File: config.mk
export PLATFORM = sky130hd
export DESIGN_NAME = mul_inverse_divider
export DESIGN_NICKNAME = d
export VERILOG_FILES = /design/src/rtl/mul_inverse_divider.sv
export SDC_FILE = /design/constraint.sdc
export NUM_CORES = 1
export LEC_CHECK = 0
export BUFFER_PORTS_ARGS = -buffer_cell sky130_fd_sc_hd__buf_2
export CAP_MARGIN = 15
export CORE_MARGIN = 2
export CORE_UTILIZATION = 45
export CTS_CLUSTER_DIAMETER = 50
export DETAILED_ROUTE_END_ITERATION = 16
export GPL_TIMING_DRIVEN = 0
export PLACE_DENSITY = 0.66
export SLEW_MARGIN = 20
export SYNTH_ARGS = -nofsm -noshare
export SYNTH_HDL_FRONTEND = slang
export SYNTH_SLANG_ARGS = --single-unit
File: constraint.sdc
create_clock -name clk -period 2.7 [get_ports clk]
set_clock_uncertainty 0.05 [all_clocks]
set_input_delay 0.135 -clock clk [delete_from_list [all_inputs] [get_ports clk]]
set_output_delay 0.135 -clock clk [all_outputs]
set_load 0.02 [all_outputs]
File: src/rtl/mul_inverse_divider.sv
// Sequential restoring divider: 2*WIDTH-bit dividend by WIDTH-bit divisor, one quotient bit per clock.
// Optional macro DIVIDER_ZERO_DETECT_EN adds a short path for a zero divisor and drives div_by_zero.
module mul_inverse_divider #(
  parameter int WIDTH = 6
) (
  input  logic                 clk,
  input  logic                 rst_n,
  input  logic                 start,
  input  logic [2*WIDTH-1:0]   dividend,
  input  logic [WIDTH-1:0]     divisor,
  output logic [2*WIDTH-1:0]   quotient,
  output logic [WIDTH-1:0]     remainder,
  output logic                 busy,
  output logic                 done,
  output logic                 div_by_zero,
  output logic [1:0]           state_dbg
);

  localparam int DW = 2 * WIDTH;
  localparam int CW = $clog2(DW + 1);

  // Handshake: start is sampled only in IDLE; busy marks RUN; done is a one-cycle
  // pulse in DONE, and quotient/remainder/div_by_zero stay valid until the next DONE.
  typedef enum logic [1:0] {
    IDLE = 2'd0,
    RUN  = 2'd1,
    DONE = 2'd2,
    ZERO = 2'd3
  } state_t;

  state_t            state, state_nx;
  logic [CW-1:0]     count;
  logic [WIDTH:0]    rem_q;
  logic [DW-1:0]     dvd_q;
  logic [WIDTH-1:0]  dsr_q;

  logic [WIDTH:0]    shifted;
  logic [WIDTH+1:0]  diff;
  logic              fits;
  logic [WIDTH:0]    rem_nx;
  logic [DW-1:0]     dvd_nx;
  logic              zero_fast;

`ifdef DIVIDER_ZERO_DETECT_EN
  assign zero_fast = (divisor == '0);
`else
  assign zero_fast = 1'b0;
`endif

  // The dividend register doubles as the quotient register: dividend bits leave
  // at the top while quotient bits enter at the bottom.
  always_comb begin
    shifted = {rem_q[WIDTH-1:0], dvd_q[DW-1]};
    diff    = {1'b0, shifted} - {2'b00, dsr_q};
    fits    = ~diff[WIDTH+1];
    rem_nx  = fits ? diff[WIDTH:0] : shifted;
    dvd_nx  = {dvd_q[DW-2:0], fits};
  end

  always_comb begin
    state_nx = state;
    case (state)
      IDLE: if (start) state_nx = zero_fast ? ZERO : RUN;
      RUN:  if (count == CW'(1)) state_nx = DONE;
      ZERO: state_nx = DONE;
      DONE: state_nx = IDLE;
      default: state_nx = IDLE;
    endcase
  end

  always_ff @(posedge clk or negedge rst_n) begin
    if (!rst_n) state <= IDLE;
    else        state <= state_nx;
  end

  always_ff @(posedge clk or negedge rst_n) begin
    if (!rst_n) begin
      count       <= '0;
      rem_q       <= '0;
      dvd_q       <= '0;
      dsr_q       <= '0;
      quotient    <= '0;
      remainder   <= '0;
      div_by_zero <= 1'b0;
    end else begin
      case (state)
        IDLE: begin
          if (start) begin
            dvd_q <= dividend;
            dsr_q <= divisor;
            rem_q <= '0;
            count <= CW'(DW);
          end
        end
        RUN: begin
          rem_q <= rem_nx;
          dvd_q <= dvd_nx;
          count <= count - CW'(1);
          if (count == CW'(1)) begin
            quotient    <= dvd_nx;
            remainder   <= rem_nx[WIDTH-1:0];
            div_by_zero <= 1'b0;
          end
        end
        ZERO: begin
          // Same values the full iteration would give for a zero divisor.
          quotient    <= '1;
          remainder   <= dvd_q[WIDTH-1:0];
          div_by_zero <= 1'b1;
          count       <= '0;
        end
        default: ;
      endcase
    end
  end

  assign busy      = (state == RUN);
  assign done      = (state == DONE);
  assign state_dbg = state;

endmodule
==> run metrics <==
CTS H-tree lvls=2; CTS max path bufs=2; Worst EP arrival=2.54 ns; Main synth FF type=dfrtp_1; largest net degree at the start of global routing=50; # setup viols final=0; via count of the first global-routing pass=1616; start point of the critical path=rem_q[3]; # Max-Cap Violations=0; Crit Path Category=reg -> reg; fin area=2780 µm²; syn nets=~250; Area Overhead vs Synth=20.2%; Worst setup SP type=flop; Skew-Pair Late Insertion Delay=between 0.3 and 0.4 ns; Leak=0.00124 µW; Hold Crit Class=in -> reg; hold_sp=divisor[1]; sinks on the clock net=just under 50; Slew Limit Fails=0; Die ar.=roughly 5700 µm²; final wirelength=4840 µm; Mean Syn Cell Area=~11 µm²; VDD IR max=0.807 mV; HPWL after detailed placement=~3400 µm; NumNets Final=303; delay of the slowest critical-path stage=0.41 ns; top post-synthesis cells by area=dfrtp_1 (53%), mux2i_1 (6.5%), nand2_1 (5.0%); result of the run=completed; share of cells above drive strength 1=0.226; CTS root buf=clkbuf_8; Critical Path RT=about 2.9 ns; Worst Slack Setup Final=0.321 ns; first-pass GRT wire length=7840 µm; Reg clk slew, reported paths=0.09 ns; register bit total from synthesis=49; global route total overflow=0; RSZ-0062 raised after global routing=no; Max Fclk=approximately 420 MHz; first-iteration detailed-routing DRC count=89; Die Y=75.6 µm; Final ANT Viol Nets=0; drt wl/cell=14.1 µm; FP Rows=26; Worst Tran Pin Value=0.602 ns; Mapped Area=about 2300 µm²; fill count=around 450; EDFF count, synth=0; GPL Wtd Cong=0.776; Cell Chain, Critical Path=ha_1 -> a21o_1 -> a211o_1 -> a41oi_4 -> mux2_2 -> o22ai_1; reg2reg start=rem_q[3]; GRT Overall Usage=0.184; count of cell types in the netlist=34; power density cells=1370 nW/µm²; Placed Area=approximately 2600 µm²; TritonCTS buffer count=5; via count=1788; initial antenna violation count=0; CP max stage cell=dfrtp_1; Final Hold Viols=0; Pre-antenna DRT Iters=4; Syn Inst Count=217; crit-path max FO=7; Synth async-reset ratio=1.00; starting density of the core=0.458; core footprint=5040 µm²; Place WS=0.344 ns; post-route setup TNS=0 ns; Diodes inserted=0; top cell type's share of synthesized area=0.531; I/O Pins=44; vias per cell=slightly above 5; Tcrit/Tclk final=0.881; PortBufs=43; slew margin rel.=0.594; Setup Buffers After CTS=0; # DRC=0; Synth Warn #=0; cell taking the most area after synthesis=dfrtp_1; CTS tree=done; sequential-to-total area share from yosys stat=0.531; crit path capture type=flop; Tmin final=2.38 ns; Die W=75.6 µm
## flip-flops by register name (all words and copies together) (netlist names)
signal       flops
state_dbg        2
rem_q            6
count            4
div_by_zero      1
dvd_q           12
quotient        12
dsr_q            6
remainder        6
## power by group
group	switching [µW]	leakage, µW	internal, µW
Sequential	257	0.000575	1090
Clock	252	0.0000518	213
Combinational	1150	0.000610	849
Total	1660	0.00124	2150
## synthesized netlist by cell type, types with 2 or more instances
cell type and n:
buf_2 4, mux2i_1 15, a22oi_1 5, a21oi_1 3, dfrtp_1 49, ha_1 8
clkbuf_1 6, nor2b_1 5, nor2_1 10, a31oi_1 2, inv_1 11, o21ai_0 21
o21ai_1 5, o22a_1 11, nand2_1 31, mux2_2 3, nand2b_1 3, xor2_1 2
o22ai_1 8
## logic make-up (layout without fill, tap and decap cells)
family,count (synthesis),after routing,share of synthesized area
buffers and inverters,22,79,0.0395
AOI/OAI and AO/OA,62,62,0.181
adders and majority gates,9,9,0.0520
and+or+nand+nor,54,54,0.106
muxes,18,18,0.0796
DFF,49,49,0.531
xor gates and xnor gates,3,3,0.0114
## area by class of cell
class	count	area [µm²]	share of cell area
well taps	70	87.6	0.0316
clock inverters	2	17.5	0.00631
repair buffers	49	278	0.100
multi-input cells	146	992	0.358
clock buffers	6	82.6	0.0298
inverters	11	41.3	0.0149
plain buffers	11	50.0	0.0180
flip-flops and latches	49	1230	0.442
## layout by cell type (no fill, tap or decap), types with 8 or more instances in the layout
cell      n
buf_2    46
dfrtp_1  49
ha_1      8
inv_1    11
mux2i_1  15
nand2_1  31
nor2_1   10
o21ai_0  21
o22a_1   11
o22ai_1   8
## stage by stage
| stage | util | hold slack, ns | power, µW | instances |
|---|---|---|---|---|
| after floorplan | - | -0.211 | 2830 | 217 |
| after global placement | 0.518 | 0.289 | 3330 | 330 |
| after detailed placement | 0.518 | 0.295 | 3360 | 330 |
| after CTS | 0.548 | 0.00500 | 3850 | 343 |
| after global routing | 0.550 | 0.00775 | 4140 | 344 |
| final | 0.550 | 0.00797 | 3810 | 344 |
## worst paths after layout
path / end / slack (ns) / cells after the start
max: rem_q[0] / 0.32 / 6
min: dsr_q[1] / 0.008 / 3
max reg2reg: rem_q[0] / 0.32 / 6
min reg2reg: div_by_zero / 0.43 / 2
max in group asynchronous: remainder[0] / 1.85 / 2
min in group asynchronous: quotient[3] / 0.32 / 2
## layer usage
layer,GRT usage,share of wire
met5,0,0
met4,0.0702,0.015
met3,0.0344,0.033
met2,0.266,0.44
met1,0.276,0.51
## timing repair
item / in CTS / in global routing
endpoints found under the setup margin: 0 / 0
endpoints found under the hold margin: 5 / 49
resized for setup: 0 / 0
hold buffers: 5 / 1
## worst max-delay path, delay by kind of cell, from the launching register on
family	cells	cell delay, ns
AOI/OAI and AO/OA	4	1.04
DFF	1	0.41
adders and majority gates	1	0.38
muxes	1	0.40
Note: power is estimated with default switching activity, not from simulation.
